<file path="src/rtl/vector_mul_seq_if.sv">
// Memory and multiplier port bundle for vector_mul_seq.
// The sequencer is the master; the memories and multiplier sit on the slave side.
interface vector_mul_seq_if #(
    parameter int unsigned LANES = 5,
    parameter int unsigned AW    = 7
);
    logic                rd_en;
    logic [AW-1:0]       rd_addr;
    logic [LANES*32-1:0] rd_data_a;
    logic [LANES*32-1:0] rd_data_b;
    logic [LANES*32-1:0] mul_a;
    logic [LANES*32-1:0] mul_b;
    logic [LANES*32-1:0] mul_res;
    logic                wr_valid;
    logic                wr_ready;
    logic [AW-1:0]       wr_addr;
    logic [LANES*32-1:0] wr_data;
    logic [LANES-1:0]    wr_mask;

    modport master (
        output rd_en, rd_addr, mul_a, mul_b, wr_valid, wr_addr, wr_data, wr_mask,
        input  rd_data_a, rd_data_b, mul_res, wr_ready
    );

    modport slave (
        input  rd_en, rd_addr, mul_a, mul_b, wr_valid, wr_addr, wr_data, wr_mask,
        output rd_data_a, rd_data_b, mul_res, wr_ready
    );
endinterface

</file>
<file path="src/rtl/vector_mul_seq.sv">
// Chunked sequencer: reads LANES-wide operand chunks, feeds the shared multiplier and
// writes masked result chunks, one chunk per READ/CAPTURE/WRITE round.
module vector_mul_seq #(
    parameter int unsigned LANES = 5,
    parameter int unsigned TOTAL = 400,
    parameter int unsigned AW    = 7
) (
    input  logic             clk,
    input  logic             rst_n,
    input  logic             start,
    input  logic [15:0]      len,
    output logic             busy,
    output logic             done,
    output logic             err,
    vector_mul_seq_if.master bus
);
    localparam int unsigned CW = $clog2(LANES + 1);
    localparam int unsigned DW = LANES * 32;

    typedef enum logic [1:0] {StIdle, StRead, StCapture, StWrite} state_e;

    state_e        state_q, state_d;
    logic [AW-1:0] c_q, c_d;
    logic [AW-1:0] last_idx_q, last_idx_d;
    logic [CW-1:0] last_cnt_q, last_cnt_d;
    logic [DW-1:0] op_a_q, op_a_d;
    logic [DW-1:0] op_b_q, op_b_d;
    logic          done_q, done_d;
    logic          err_q, err_d;

    logic [16:0]      len_ext;
    logic             len_ok;
    logic [CW-1:0]    valid_cnt;
    logic [LANES-1:0] lane_valid;

    assign len_ext = {1'b0, len};
    assign len_ok  = (len != 16'd0) && (len_ext <= 17'(TOTAL));

    // Only the final chunk can be partial.
    assign valid_cnt = (c_q == last_idx_q) ? last_cnt_q : CW'(LANES);

    always_comb begin
        lane_valid = '0;
        for (int unsigned i = 0; i < LANES; i++) begin
            lane_valid[i] = CW'(i) < valid_cnt;
        end
    end

    always_comb begin
        state_d    = state_q;
        c_d        = c_q;
        last_idx_d = last_idx_q;
        last_cnt_d = last_cnt_q;
        op_a_d     = op_a_q;
        op_b_d     = op_b_q;
        done_d     = 1'b0;
        err_d      = 1'b0;
        unique case (state_q)
            StIdle: begin
                if (start) begin
                    if (len_ok) begin
                        // last_idx = nchunk - 1 = floor((len - 1) / LANES)
                        last_idx_d = AW'((len_ext - 17'd1) / 17'(LANES));
                        last_cnt_d = CW'(len_ext - 17'(LANES) * ((len_ext - 17'd1) / 17'(LANES)));
                        c_d        = '0;
                        state_d    = StRead;
                    end else begin
                        err_d = 1'b1;
                    end
                end
            end
            StRead: state_d = StCapture;
            StCapture: begin
                for (int unsigned i = 0; i < LANES; i++) begin
                    op_a_d[32*i +: 32] = lane_valid[i] ? bus.rd_data_a[32*i +: 32] : 32'd0;
                    op_b_d[32*i +: 32] = lane_valid[i] ? bus.rd_data_b[32*i +: 32] : 32'd0;
                end
                state_d = StWrite;
            end
            StWrite: begin
                if (bus.wr_ready) begin
                    if (c_q == last_idx_q) begin
                        done_d  = 1'b1;
                        state_d = StIdle;
                    end else begin
                        c_d     = c_q + AW'(1);
                        state_d = StRead;
                    end
                end
            end
            default: state_d = StIdle;
        endcase
    end

    always_comb begin
        bus.rd_en    = state_q == StRead;
        bus.rd_addr  = (state_q == StRead) ? c_q : '0;
        bus.wr_valid = state_q == StWrite;
        bus.wr_addr  = (state_q == StWrite) ? c_q : '0;
        bus.wr_mask  = (state_q == StWrite) ? lane_valid : '0;
        bus.wr_data  = '0;
        for (int unsigned i = 0; i < LANES; i++) begin
            if (state_q == StWrite && lane_valid[i]) begin
                bus.wr_data[32*i +: 32] = bus.mul_res[32*i +: 32];
            end
        end
        bus.mul_a = op_a_q;
        bus.mul_b = op_b_q;
        busy      = state_q != StIdle;
        done      = done_q;
        err       = err_q;
    end

    always_ff @(posedge clk or negedge rst_n) begin
        if (!rst_n) begin
            state_q    <= StIdle;
            c_q        <= '0;
            last_idx_q <= '0;
            last_cnt_q <= '0;
            op_a_q     <= '0;
            op_b_q     <= '0;
            done_q     <= 1'b0;
            err_q      <= 1'b0;
        end else begin
            state_q    <= state_d;
            c_q        <= c_d;
            last_idx_q <= last_idx_d;
            last_cnt_q <= last_cnt_d;
            op_a_q     <= op_a_d;
            op_b_q     <= op_b_d;
            done_q     <= done_d;
            err_q      <= err_d;
        end
    end
endmodule

</file>
<file path="src/flat_wrapper.sv">
// flat-port wrapper written by rule: the top's interface ports become plain ports
module vector_mul_seq_flat 
#(
    parameter int unsigned LANES = 5,
    parameter int unsigned TOTAL = 400,
    parameter int unsigned AW    = 7
)
  (clk, rst_n, start, len, busy, done, err, bus_rd_en, bus_rd_addr, bus_mul_a, bus_mul_b, bus_wr_valid, bus_wr_addr, bus_wr_data, bus_wr_mask, bus_rd_data_a, bus_rd_data_b, bus_mul_res, bus_wr_ready);
  vector_mul_seq_if #(.LANES(LANES), .AW(AW)) bus_i ();
  input  logic clk;
  input  logic rst_n;
  input  logic start;
  input  logic [15:0] len;
  output logic busy;
  output logic done;
  output logic err;
  output wire logic [$bits(bus_i.rd_en)-1:0] bus_rd_en;
  output wire logic [$bits(bus_i.rd_addr)-1:0] bus_rd_addr;
  output wire logic [$bits(bus_i.mul_a)-1:0] bus_mul_a;
  output wire logic [$bits(bus_i.mul_b)-1:0] bus_mul_b;
  output wire logic [$bits(bus_i.wr_valid)-1:0] bus_wr_valid;
  output wire logic [$bits(bus_i.wr_addr)-1:0] bus_wr_addr;
  output wire logic [$bits(bus_i.wr_data)-1:0] bus_wr_data;
  output wire logic [$bits(bus_i.wr_mask)-1:0] bus_wr_mask;
  input wire logic [$bits(bus_i.rd_data_a)-1:0] bus_rd_data_a;
  input wire logic [$bits(bus_i.rd_data_b)-1:0] bus_rd_data_b;
  input wire logic [$bits(bus_i.mul_res)-1:0] bus_mul_res;
  input wire logic [$bits(bus_i.wr_ready)-1:0] bus_wr_ready;
  assign bus_rd_en = bus_i.rd_en;
  assign bus_rd_addr = bus_i.rd_addr;
  assign bus_mul_a = bus_i.mul_a;
  assign bus_mul_b = bus_i.mul_b;
  assign bus_wr_valid = bus_i.wr_valid;
  assign bus_wr_addr = bus_i.wr_addr;
  assign bus_wr_data = bus_i.wr_data;
  assign bus_wr_mask = bus_i.wr_mask;
  assign bus_i.rd_data_a = bus_rd_data_a;
  assign bus_i.rd_data_b = bus_rd_data_b;
  assign bus_i.mul_res = bus_mul_res;
  assign bus_i.wr_ready = bus_wr_ready;
  vector_mul_seq #(.LANES(LANES), .TOTAL(TOTAL), .AW(AW)) u_core (.clk(clk), .rst_n(rst_n), .start(start), .len(len), .busy(busy), .done(done), .err(err), .bus(bus_i));
endmodule
</file>
<file path="config.mk">
export PLATFORM = sky130hd
export DESIGN_NAME = vector_mul_seq_flat
export DESIGN_NICKNAME = d
export VERILOG_FILES = /design/src/rtl/vector_mul_seq_if.sv /design/src/rtl/vector_mul_seq.sv /design/src/flat_wrapper.sv
export SDC_FILE = /design/constraint.sdc
export NUM_CORES = 1
export LEC_CHECK = 0
export ABC_AREA = 1
export ABC_CLOCK_PERIOD_IN_PS = 2700
export BUFFER_PORTS_ARGS = -buffer_cell sky130_fd_sc_hd__buf_2
export CAP_MARGIN = 20
export CORE_AREA = 8 8 385 387
export CTS_CLUSTER_DIAMETER = 200
export DETAILED_ROUTE_END_ITERATION = 6
export DIE_AREA = 0 0 393 395
export SLEW_MARGIN = 10
export SYNTH_ARGS = -nofsm -noshare
export SYNTH_HDL_FRONTEND = slang
export SYNTH_SLANG_ARGS = --single-unit
</file>
<file path="constraint.sdc">
create_clock -name clk -period 2.7 [get_ports clk]
set_input_delay 0.54 -clock clk [delete_from_list [all_inputs] [get_ports clk]]
set_output_delay 0.54 -clock clk [all_outputs]
set_load 0.005 [all_outputs]
</file>
Word-level counts from Yosys, hierarchy flattened. Cells that the tools add are included.

Register bits after elaboration: 341. Output and inout bits: 504. Logic and storage cells: 75. Input bits: 500.

$mul: 1. Reduce and logical (&&, ||, !) cells: 13. Add/subtract/negate cells: 3. Order comparisons: 6. Eq/ne operators: 8. Multiplexer cells: 35. Div/mod/pow operators: 1.

Operator list (count): 32-bit two-way mux (15); 7-bit two-way mux (6); 17-bit by 3-bit divider with 17-bit output, second input constant (1); 3-bit by 17-bit multiplier with 3-bit output, first input constant (1); 16-bit by 1-bit subtractor with 17-bit output, second input constant (1); 16-bit by 9-bit <= comparator with 1-bit output, second input constant (1); 16-bit nonzero test (1); 7-bit case mux with 2 select lines (1); 2-bit case mux with 4 select lines (1); 7-bit by 1-bit adder with 7-bit output, second input constant (1); 7-bit == test (1); 1-bit two-way mux (7); 1-bit logical AND (6); 1-bit by 3-bit less-than comparator with 1-bit output, first input constant (2); 2-bit by 3-bit less-than comparator with 1-bit output, first input constant (2); 2-bit two-way mux (3); 3-bit AND reduction (2); 5-bit two-way mux (1); 5-bit AND reduction (1); 2-bit == test, second input constant (2); 2-bit by 1-bit inequality test with 1-bit output, second input constant (2); 2-bit inequality test, second input constant (2); 2-bit nonzero test (2); 3-bit less-than comparator, first input constant (1); other kinds (4) (4).

Longest topological paths before layout. Gate-level depths: netlist of run 1.

Word-level depth: 5. Mapped depth: 80.

Least setup slack after synthesis of run 1. Ideal clock, no wire load.

Path kind: input -> register. Start: input len[0]. End: register u_core.last_cnt_q[2]. Arrival: 6.860 ns. Slack: -4.278 ns. Cell stages on the path: 72. Required time: 2.582 ns. Buffers on the path: 0. Cells stage by stage: inv_2 > ha_1 > nand2_2 > nor2_2 > nand2_1 > nand2_1 > nand2_1 > nand2_4 > nand3_4 > nand3_1 > inv_2 > nor2_4 > nor2_4 > nor2_8 > nand2_2 > nand2_1 > nand3_2 > nand2_2 > [... 36 more ...] > nand2_4 > nand2_1 > nand2_1 > ha_1 > nand3b_1 > nand2_1 > inv_1 > nand2_1 > nand3_1 > nor2_2 > nand3_2 > ha_1 > fa_1 > xnor2_1 > xor2_1 > nand3_1 > nand3_1 > nand2_1.

Longest elaborated chain between the ends: 4.

RTL lines: from (decl) (line flat_wrapper.sv:13) `input logic [15:0] len;`; 16-bit by 1-bit subtractor with 17-bit output (line vector_mul_seq.sv:64) `last_cnt_d = CW'(len_ext - 17'(LANES) * ((len_ext - 17'd1) / 17'(LANES)));`; 17-bit by 3-bit divider with 17-bit output (line vector_mul_seq.sv:64); 3-bit by 17-bit multiplier with 3-bit output (line vector_mul_seq.sv:64); 3-bit subtractor (line vector_mul_seq.sv:64); to (signal assigned) (line vector_mul_seq.sv:128) `last_cnt_q <= last_cnt_d;`; to (decl) (line vector_mul_seq.sv:25) `logic [CW-1:0] last_cnt_q, last_cnt_d;`.

Parallel ways exist; a longest one is shown, timed or not. A chain may end at the register's enable or synchronous reset.

Final worst setup path of run 1.
Start: input len[2]. End: register u_core.last_cnt_q[2].

The elaborated chain is that of the path after synthesis.

==> results of run 1 <==
[registers in the layout, summed over array words and instances, names as in the netlist]
signal and cells:
u_core.bus.mul_a 160, u_core.bus.mul_b 160, u_core.c_q 7, u_core.done 1, u_core.err 1, u_core.last_cnt_q 3
u_core.last_idx_q 7, u_core.state_q 2
[metal layers]
layer	part of all wire, %	up-vias
li1	-	9271
met1	38	9491
met2	50	930
met3	8.9	241
met4	3.7	10
met5	0.054	-
[repair_timing]
item | CTS | global route
endpoints found under the setup margin | 186 | 419
endpoints found under the hold margin | 48 | 0
hold buffers | 1 | 0
gates cloned | 20 | 4
gates resized for setup | 318 | 313
pin swaps | 54 | 78
setup buffers | 32 | 24
[cell usage in the layout, fill, tap and decap left out, drive strengths merged]
master and n:
buf 1203, inv 592, nand3 395, dfrtp 341
o21ai 336, nor2 211, nand2 194, clkbuf 65
diode 13, nand4 13, xor2 13, clkinv 11
nor3 10, a21oi 10, ha 10, xnor2 6
nor3b 2, bufinv 2, clkinvlp 2, a21boi 2
a31oi 2, a21o 1, o21bai 1, o2111ai 1
nand3b 1, nor4 1, or2 1, o22ai 1
fa 1, dlygate4sd3 1
[cell type report]
cell class | instances | area (sq um) | area share, %
clock inverters | 19 | 202.7 | 0.6691
multi-input cells | 1212 | 7772 | 25.66
inverters | 588 | 2262 | 7.467
diodes | 13 | 32.53 | 0.1074
well taps | 1903 | 2381 | 7.860
clock buffers | 61 | 1267 | 4.184
repair buffers | 1208 | 7843 | 25.89
flip-flops and latches | 341 | 8533 | 28.17
[power breakdown]
part / leakage [nW] / switching [mW] / internal (mW)
combinational: 10.3 / 14.9 / 9.75
clock: 0.721 / 2.63 / 3.52
sequential: 4.58 / 0.781 / 6.61
[kinds of logic (layout without fill, tap and decap cells)]
group           after synthesis  count (layout)  synth area share [%]
buf+inv                     713            1876                 15.52
xor+xnor                     19              19                0.9643
simple gates                828             828                 22.77
fa+ha+maj                    11              11                0.8411
other cells                   0              13                     0
compound gates              354             354                 10.46
flops                       341             341                 49.45
[critical path, delay by kind of cell]
kind / cells / cell delay [ns]
buffers and inverters: 9 / 0.78
AO/OA/AOI/OAI: 1 / 0.28
XOR/XNOR: 2 / 0.37
AND/OR/NAND/NOR: 50 / 4.72
adder cells (fa/ha/maj): 3 / 0.73
[final timing paths]
check | start | to | slack (ns) | cells after the start
worst max-delay path | len[2] | u_core.last_cnt_q[2] | -4.28 | 65
worst min-delay path | bus_rd_data_b[81] | u_core.bus.mul_b[81] | 0.16 | 3
worst max register to register | u_core.last_idx_q[2] | u_core.bus.mul_b[3] | 0.08 | 14
worst min register to register | u_core.last_idx_q[1] | u_core.last_idx_q[1] | 0.50 | 2
max in group asynchronous | rst_n | u_core.bus.mul_a[16] | 1.32 | 3
min in group asynchronous | rst_n | u_core.bus.mul_a[148] | 0.50 | 2
==> metrics.md, run 1 <==
| Metric | Value |
|---|---|
| Worst VDD drop | about 1000 uV |
| First-pass GRT wire length | ~150 mm |
| Antenna violations before repair | between 70 and 80 |
| Layout cell share with drive strength beyond 1 | 47.51% |
| Slew Limit Fails | 0 |
| Mean Syn Cell Area | 7.615 sq um |
| Status | finished, violations left |
| H-tree depth | 2 |
| Tmin final | around 7.0 ns |
| Total Wirelength | 116.3 mm |
| Port Buffers | about 1000 |
| Final Non-Filler Cells | ~5300 |
| Gpl congestion | approximately 0.94 |
| Met1 usage | 15.97% |
| Top-count cell post-synth | inv_1 |
| First DRT Iteration DRCs | between 1000 and 1500 |
| Yosys cell types | 39 |
| Mapped Nets | between 2000 and 3000 |
| Min-Delay Path Class | primary input to flop |
| Critical path required time | 3.18 ns |
| Layout Utilization | 21.29% |
| Detail Placement HPWL | between 90 and 100 mm |
| Period utilization | 258.6% |
| CTS tree | yes |
| Initial Utilization | about an eighth |
| Overall routing resource usage | between 10% and 20% |
| Site Rows | approximately 140 |
| Setup Skew | 0.02941 ns |
| Cells after DPL | 5191 |
| Max frequency | between 100 and 150 MHz |
| Synth Instances | between 2000 and 2500 |
| Clk_lat worst skew | just over 0.6 ns |
| Setup WS pre-CTS | -4.934 ns |
| DR vias | between 15000 and 20000 |
| Rel. slew slack | approximately 48% |
| CTS Sinks | approximately 340 |
| Critical Path AT | 7.46 ns |
| CP max stage cell | fa_2 |
| Post-route antenna net violation count | 0 |
| Largest net degree at the start of global routing | between 100 and 150 |
| CTS root buffer | clkbuf_16 |
| Drt pass-1 iters | 5 |
| Ports | around 1000 |
| Core area | 142300 sq um |
| Ranking of synthesized cells by area | dfrtp_1, inv_1, nand3_1, o21ai_0, nor2_1 |
| Fin worst setup slack | -4.282 ns |
| Synth warn | 0 |
| Cell taking the most area after synthesis | dfrtp_1 |
| Worst Max-Slew Pin Slew | around 0.78 ns |
| Yosys reg bits | 341 |
| Wire per inst | around 22 microns |
| Hold slack | 0.1610 ns |
| Design Power | approximately 38 mW |
| Filler instances | approximately 16000 |
| Clock Tree Buf Depth | 3 |
| Setup CP Type | primary input to flop |
| Post-synthesis sequential area ratio | roughly half |
| RSZ-0062 raised after global routing | yes |
| Num CTS Buffers | between 40 and 50 |
| Slowest stage delay, CP | roughly 0.4 ns |
| Setup_tns | -147.71 ns |
| Vias in the first global route | roughly 20000 |
| Startpoint Class | primary input |
| Total die area | between 150000 and 200000 sq um |
| DRC Markers | 0 |
| Leak | between 15 and 20 nW |
| Final hold violations | 0 |
| Total Nets Final | 3907 |
| Routed vias/inst | roughly 3.7 |
| Crit. End Element | flop |
| Design Area, Final | about 30000 sq um |
| Grt total ovfl | 0 |
| Most used cell, CP | nand2_4 |
| Share of the synthesized area in the top cell type | between 40 and 50% |
| Area grow syn2layout | 75.55% |
| Top cells by count, synth | inv_1, nand3_1, dfrtp_1, o21ai_0, nor2_1 |
| Max-Cap Viols | 0 |
| Failing checks | setup timing |
| Busiest grt layer | met2 |
| Crit-path max FO | 4 |
| Post-synth EDFFs | 0 |
| Pwr dens | ~1300 nW/um^2 |
| Clock transition at path regs | ~0.050 ns |
| GR met3 Demand/Resource | under 10% |
| Primary FF master, synth | dfrtp_1 |
| Final setup viols | around 180 |
| Asr flop ratio synth | 100.0% |
| Cell Area, Placed | 25680 sq um |
| Mapped cell area | 17260 sq um |
| DIE HEIGHT | between 300 and 400 microns |
| Die W | between 300 and 400 microns |
| M2 GR Usage | between 20 and 25% |
(Power assumes the default switching activity.)
==> inputs of run 2 (changes only) <==
Settings changed: RECOVER_POWER from default to 50, SLEW_MARGIN 10 to 20.
==> run 2 against run 1 <==
  * The flow finishes with violations (capacitance limit, slew limit, setup timing)
  * Largest power group unchanged
  * Non-clock buffer count is the same
  * Utilization shrank 0.14 points
  * Power shrank 0.29%
  * Final area shrank 0.67%
  * Fmax grew 0.28%
  * Worst hold slack lost 0.0012 ns
  * Critical path type unchanged
  * Flip-flop and latch count is the same
  * Global-route usage is the same
  * Count of clock-buffer cells in the layout is the same
  * Via count grew 0.15%
  * Clock skew shrank 0.0011 ns
==> metrics.md, run 2 (same netlist as run 1, synthesis figures left out) <==
| Metric | Value |
|---|---|
| Status | finished, violations left |
| Failing checks | capacitance limit, slew limit, setup timing |
| First DRT Iteration DRCs | 1310 (-2.1%) |
| Min-Delay Path Class | primary input to flop |
| CTS Sinks | 341 (unchanged) |
| HP Start | bus_rd_data_b[81] |
| RSZ-0062 raised after global routing | yes |
| H-tree depth | 2 (unchanged) |
| Setup CP Type | primary input to flop |
| Period utilization | 257.8% (-0.73 points) |
| Max frequency | 143.6 MHz (+0.28%) |
| Setup_tns | -152.34 ns (-4.637 ns) |
| Clock Tree Buf Depth | 3 (unchanged) |
| Total Nets Final | 3907 (unchanged) |
| Total Wirelength | 116.3 mm (about the same) |
| Max-Cap Viols | 1 (+1) |
| Grt total ovfl | 0 (unchanged) |
| Fin worst setup slack | -4.262 ns (+0.01973 ns) |
| Worst Max-Slew Pin Slew | 2.022 ns (+1.246 ns) |
| Tmin final | 6.962 ns (-0.01973 ns) |
| Pwr dens | 1266 nW/um^2 (+0.38%) |
| Commonest cells after routing, fill and taps aside | buf_2, inv_1, nand3_1 |
| Final hold violations | 0 (unchanged) |
| Crit. End Element | flop |
| First-pass GRT wire length | 154.7 mm (unchanged) |
| R2R Setup Slk | 0.05 ns (-0.03 ns) |
| Sw Share | 48.21% (+0.22 points) |
| CP max stage cell | fa_2 |
| Area grow syn2layout | 74.38% |
| Detail Placement HPWL | 92.45 mm (unchanged) |
| Post-route antenna net violation count | 0 (unchanged) |
| Initial Utilization | 12.13% (unchanged) |
| DR vias | 19970 (+0.15%) |
| Num CTS Buffers | 45 (unchanged) |
| Comb power frac | 64.4% (-0.2 points) |
| Startpoint Class | primary input |
| Cell Area, Placed | 25680 sq um (unchanged) |
| Worst r2r dst | u_core.bus.mul_b[3] |
| Flop pwr share | 19.4% (about the same) |
| Site Rows | 139 (unchanged) |
| Total die area | 155200 sq um (unchanged) |
| Clock Power Share | 16.2% (about the same) |
| Clk_lat worst skew | 0.62 ns (about the same) |
| Setup Skew | 0.02833 ns (-0.001078 ns) |
| CTS tree | yes |
| Antenna violations before repair | 79 (unchanged) |
| Setup WS pre-CTS | -4.934 ns (unchanged) |
| Final setup viols | 175 (unchanged) |
| Gpl congestion | 0.9360 (unchanged) |
| Hold EP | u_core.bus.mul_b[81] |
| Die W | 393 microns (unchanged) |
| Internal | 19.73 mW (-0.70%) |
| Reg2reg start | u_core.last_idx_q[2] |
| Largest net degree at the start of global routing | 130 (unchanged) |
| Ports | 1004 (unchanged) |
| Wire per inst | 21.75 microns (about the same) |
| Clock transition at path regs | 0.06 ns (about the same) |
| Reg2reg path depth | 14 (unchanged) |
| DRC Markers | 0 (unchanged) |
| CTS root buffer | clkbuf_16 |
| Drt pass-1 iters | 5 (unchanged) |
| Layout cell share with drive strength beyond 1 | 43.66% (-3.8 points) |
| Critical path required time | 3.18 ns (about the same) |
| Design Power | 38.10 mW (-0.29%) |
| DIE HEIGHT | 395 microns (unchanged) |
| Hold Path Cell Cnt | 3 (unchanged) |
| Leak | 15.06 nW (-3.4%) |
| Port Buffers | 1003 (unchanged) |
| Commonest non-fill, non-tap cell in the layout | buf_2 |
| Crit-path max FO | 4 (unchanged) |
| Slew Limit Fails | 55 (+55) |
| Critical Path AT | 7.44 ns (-0.02 ns) |
| Core area | 142300 sq um (unchanged) |
| Most used cell, CP | nand2_4 |
| Routed vias/inst | 3.736 (+0.13%) |
| Overall routing resource usage | 13.82% (unchanged) |
| Vias in the first global route | 19950 (unchanged) |
| Worst VDD drop | 1047 uV (+0.17%) |
| Rel. slew slack | -34.78% (-83 points) |
| P_sw | 18.37 mW (+0.16%) |
| Slowest stage delay, CP | 0.40 ns (about the same) |
| Design Area, Final | 30090 sq um (-0.67%) |
[run 2: changes by cell type in the layout (fill, tap and decap cells not counted), sizes merged]
| cell | delta |
|---|---|
| buf | -132 |
| clkbuf | +132 |
| diode | +1 |
[run 2: stage by stage]
step,hold WS [ns],cells,util [%]
6_report,0.1599,5346,21.15
5_1_grt,0.1169,5340,21.14
2_1_floorplan,0.2444,2266,-
3_3_place_gp,0.4916,5191,18.05
3_5_place_dp,0.4857,5191,18.05
4_1_cts,0.08748,5322,20.45
[run 2: layout make-up]
| type | instances | area, sq um |
|---|---|---|
| Clock inverter | 19 | 202.7 |
| Clock buffer | 61 | 1267 |
| Multi-Input combinational cell | 1212 | 7772 |
| Fill cell | 15850 | 112200 |
| Sequential cell | 341 | 8533 |
| Inverter | 588 | 2262 |
| Timing Repair Buffer | 1208 | 7637 |
| Antenna cell | 14 | 35.03 |
| Tap cell | 1903 | 2381 |
[run 2: worst max path at each step]
stage / startpoint / to / slack [ns] / depth (start not counted)
after floorplan: len[1] / u_core.last_cnt_q[2] / -4.04 / 72
after global placement: len[1] / u_core.last_cnt_q[2] / -4.60 / 74
final: len[1] / u_core.last_cnt_q[2] / -4.26 / 68
after CTS: len[0] / u_core.last_cnt_q[2] / -3.97 / 75
after detailed placement: len[1] / u_core.last_cnt_q[2] / -4.93 / 70
after global routing: len[1] / u_core.last_cnt_q[2] / -4.67 / 69
[run 2: metal layers]
layer	part of all wire (%)	vias to the layer above	routed length [microns]	track usage, %
met5	0.054	-	63	0
met4	3.7	10	4257	4.301
met3	9.2	242	10710	4.283
met2	50	935	57700	24.27
met1	37	9509	43530	15.97
li1	-	9276	-	-
[run 2: power by group through the flow]
stage	Clock, mW	Sequential [mW]	Combinational [mW]
2_1_floorplan	0	7.49	9.71
3_3_place_gp	0	7.39	18.5
3_5_place_dp	0	7.43	18.8
4_1_cts	6.43	7.38	23.1
5_1_grt	6.59	7.57	26.7
6_report	6.15	7.41	24.5
[run 2: critical path: cells and delay by family]
family / cells / cell delay [ns]
simple gates: 52 / 4.70
fa+ha+maj: 4 / 0.88
compound gates: 1 / 0.28
xor+xnor: 2 / 0.37
buf+inv: 9 / 0.65
[run 2: repair_timing]
item / CTS / global route
buffers inserted: 32 / 24
cloned: 20 / 4
pin swaps: 54 / 78
setup endpoints to repair: 186 / 419
hold buffers: 1 / 0
hold endpoints to repair: 48 / 0
resized for setup: 318 / 313
==> inputs of run 3 (changes only) <==
Settings changed: CORE_AREA 8 8 385 387 to 2 2 390 392, DIE_AREA 0 0 393 395 to 0 0 392 394, PLACE_DENSITY from default to 0.3.
==> run 3 against run 2 <==
  * The flow finishes with violations (setup timing)
  * Clock power rose by 5.2%
  * Fmax increased by 5.0%
  * Combinational power is 5% higher
  * Critical path depth shrank 2
  * Clock skew shrank 0.0028 ns
  * Routed wire length down 1.8%
  * Sequential power about the same
  * Flip-flop and latch count stayed put
  * Die area decreased by 0.51%
  * Sequential share of layout area decreased by 0.73 points
  * Critical endpoint unchanged
  * Largest cell class unchanged
  * Largest power group unchanged
==> metrics.md, run 3 (same netlist as run 1, synthesis figures left out) <==
| Metric | Value |
|---|---|
| Status | finished, violations left |
| Failing checks | setup timing |
| Core area | 150700 sq um (+5.9%) |
| Clock Tree Buf Depth | 3 (unchanged) |
| Die W | 392 microns (-0.25%) |
| Cell family with most CP delay | simple AND/OR/NAND/NOR gates |
| Cell Area, Placed | 26300 sq um (+2.4%) |
| Max-Cap Viols | 0 (-1) |
| Rel. slew slack | 18.46% (+53 points) |
| GR met3 Demand/Resource | 3.877% (-0.41 points) |
| Antenna violations before repair | 40 (-49%) |
| Ports | 1004 (unchanged) |
| Routed vias/inst | 3.537 (-5.3%) |
| Commonest non-fill, non-tap cell in the layout | buf_2 |
| Clk_lat worst skew | 0.61 ns (about the same) |
| Worst path bufs/invs | 8 (-1) |
| HP Start | bus_rd_data_a[157] |
| Total Nets Final | 3966 (+1.5%) |
| Reg2reg start | u_core.c_q[3] |
| Tmin final | 6.629 ns (-0.3330 ns) |
| Met1 usage | 15.58% (-0.39 points) |
| First DRT Iteration DRCs | 935 (-29%) |
| Crit. End Element | flop |
| Worst r2r dst | u_core.bus.mul_a[112] |
| Clock transition at path regs | 0.06 ns (about the same) |
| Hold EP | u_core.bus.mul_a[157] |
| Drt pass-1 iters | 5 (unchanged) |
| Initial Utilization | 11.45% (-0.68 points) |
| Overall routing resource usage | 13.75% (-0.079 points) |
| RSZ-0062 raised after global routing | yes |
| Crit-path max FO | 5 (+1) |
| CP max stage cell | fa_2 |
| Total die area | 154400 sq um (-0.51%) |
| Grt total ovfl | 0 (unchanged) |
| Post-route antenna net violation count | 0 (unchanged) |
| CTS Sinks | 341 (unchanged) |
| Setup WS pre-CTS | -4.916 ns (+0.01850 ns) |
| Critical path required time | 3.18 ns (about the same) |
| Commonest cells after routing, fill and taps aside | buf_2, inv_1, nand3_1 |
| Setup CP Type | primary input to flop |
| DRC Markers | 0 (unchanged) |
| Slowest stage delay, CP | 0.40 ns (about the same) |
| Min-Delay Path Class | primary input to flop |
| Detail Placement HPWL | 87.82 mm (-5.0%) |
| Largest net degree at the start of global routing | 82 (-37%) |
| Fin worst setup slack | -3.929 ns (+0.3330 ns) |
| Period utilization | 245.5% (-12 points) |
| Port Buffers | 1003 (unchanged) |
| Num CTS Buffers | 48 (+6.7%) |
| Max frequency | 150.9 MHz (+5.0%) |
| Design Area, Final | 30890 sq um (+2.7%) |
| Critical Path AT | 7.11 ns (-0.33 ns) |
| Setup Skew | 0.02554 ns (-0.002789 ns) |
| Final setup viols | 175 (unchanged) |
| Busiest grt layer | met2 |
| Pwr dens | 1285 nW/um^2 (+1.5%) |
| Worst VDD drop | 1113 uV (+6.3%) |
| Area grow syn2layout | 79.00% |
| Startpoint Class | primary input |
| Most used cell, CP | nand2_4 |
| Site Rows | 143 (+2.9%) |
| Hold Path Cell Cnt | 3 (unchanged) |
| Final hold violations | 0 (unchanged) |
| Leak | 15.35 nW (+2.0%) |
| First-pass GRT wire length | 152.1 mm (-1.7%) |
| H-tree depth | 2 (unchanged) |
| Worst Max-Slew Pin Slew | 1.223 ns (-0.7986 ns) |
| CTS root buffer | clkbuf_16 |
| DR vias | 19530 (-2.2%) |
| Wire per inst | 20.67 microns (-4.9%) |
| R2R Setup Slk | 0.18 ns (+0.13 ns) |
| Vias in the first global route | 19940 (-0.030%) |
| Reg2reg path depth | 13 (-1) |
| M2 GR Usage | 24.58% (+0.31 points) |
| Gpl congestion | 0.8114 (-13%) |
| DIE HEIGHT | 394 microns (-0.25%) |
| CTS tree | yes |
| Filler instances | 17140 (+8.2%) |
| Slew Limit Fails | 0 (-100%) |
| Total Wirelength | 114.2 mm (-1.8%) |
| Layout cell share with drive strength beyond 1 | 44.35% (+0.70 points) |
-- run 3: per-stage QoR --
| step | setup TNS [ns] | total power [mW] | hold WS, ns | cells | util, % |
|---|---|---|---|---|---|
| 3_5_place_dp | -53.25 | 27.84 | 0.4924 | 5370 | 17.46 |
| 2_1_floorplan | -24.08 | 17.21 | 0.2444 | 2266 | - |
| 4_1_cts | -191.34 | 38.39 | 0.09163 | 5521 | 19.90 |
| 6_report | -109.68 | 39.70 | 0.1663 | 5522 | 20.50 |
| 5_1_grt | -148.91 | 43.08 | 0.1227 | 5520 | 20.50 |
| 3_3_place_gp | -57.86 | 27.95 | 0.4926 | 5370 | 17.46 |
-- run 3: repair_timing --
item,in CTS,in global routing
resized for setup,360,334
cloned,13,9
endpoints found under the setup margin,209,349
endpoints found under the hold margin,50,0
pin swaps,57,68
hold buffers,1,0
setup buffers,60,17
-- run 3: layout make-up --
cell class	instances	area (sq um)	area share, %
clock buffer	71	1418	4.589
antenna	4	10.01	0.03240
clock inverter	12	138.9	0.4496
multi-input combinational	1212	7735	25.04
tap	2030	2540	8.223
inverter	588	2256	7.303
timing repair buffer	1264	8259	26.74
sequential	341	8533	27.62
-- run 3: worst max-delay path by stage --
stage	cells after the start	slack [ns]	from	end
5_1_grt	73	-4.61	len[9]	u_core.last_cnt_q[2]
3_5_place_dp	66	-4.92	len[6]	u_core.last_cnt_q[2]
6_report	66	-3.93	len[5]	u_core.last_cnt_q[2]
4_1_cts	73	-3.95	len[0]	u_core.last_cnt_q[2]
3_3_place_gp	67	-4.83	len[6]	u_core.last_cnt_q[2]
2_1_floorplan	72	-4.04	len[1]	u_core.last_cnt_q[2]
-- run 3: power breakdown --
group          total [mW]  internal, mW  switching, mW  leakage (nW)
clock                6.47          3.81           2.67         0.765
combinational        25.8          10.4           15.4          10.0
sequential           7.43          6.61          0.825          4.58
-- run 3: tightest hold or removal path, stage by stage --
cell     delay, ns
buf_2         0.07
nand3_1       0.06
o21ai_0       0.06
-- run 3: routing by layer --
| metal | vias to the layer above | routed length [microns] |
|---|---|---|
| met5 | - | 62 |
| met4 | 10 | 4632 |
| met3 | 190 | 8422 |
| met2 | 676 | 57230 |
| met1 | 9282 | 43810 |
| li1 | 9372 | - |
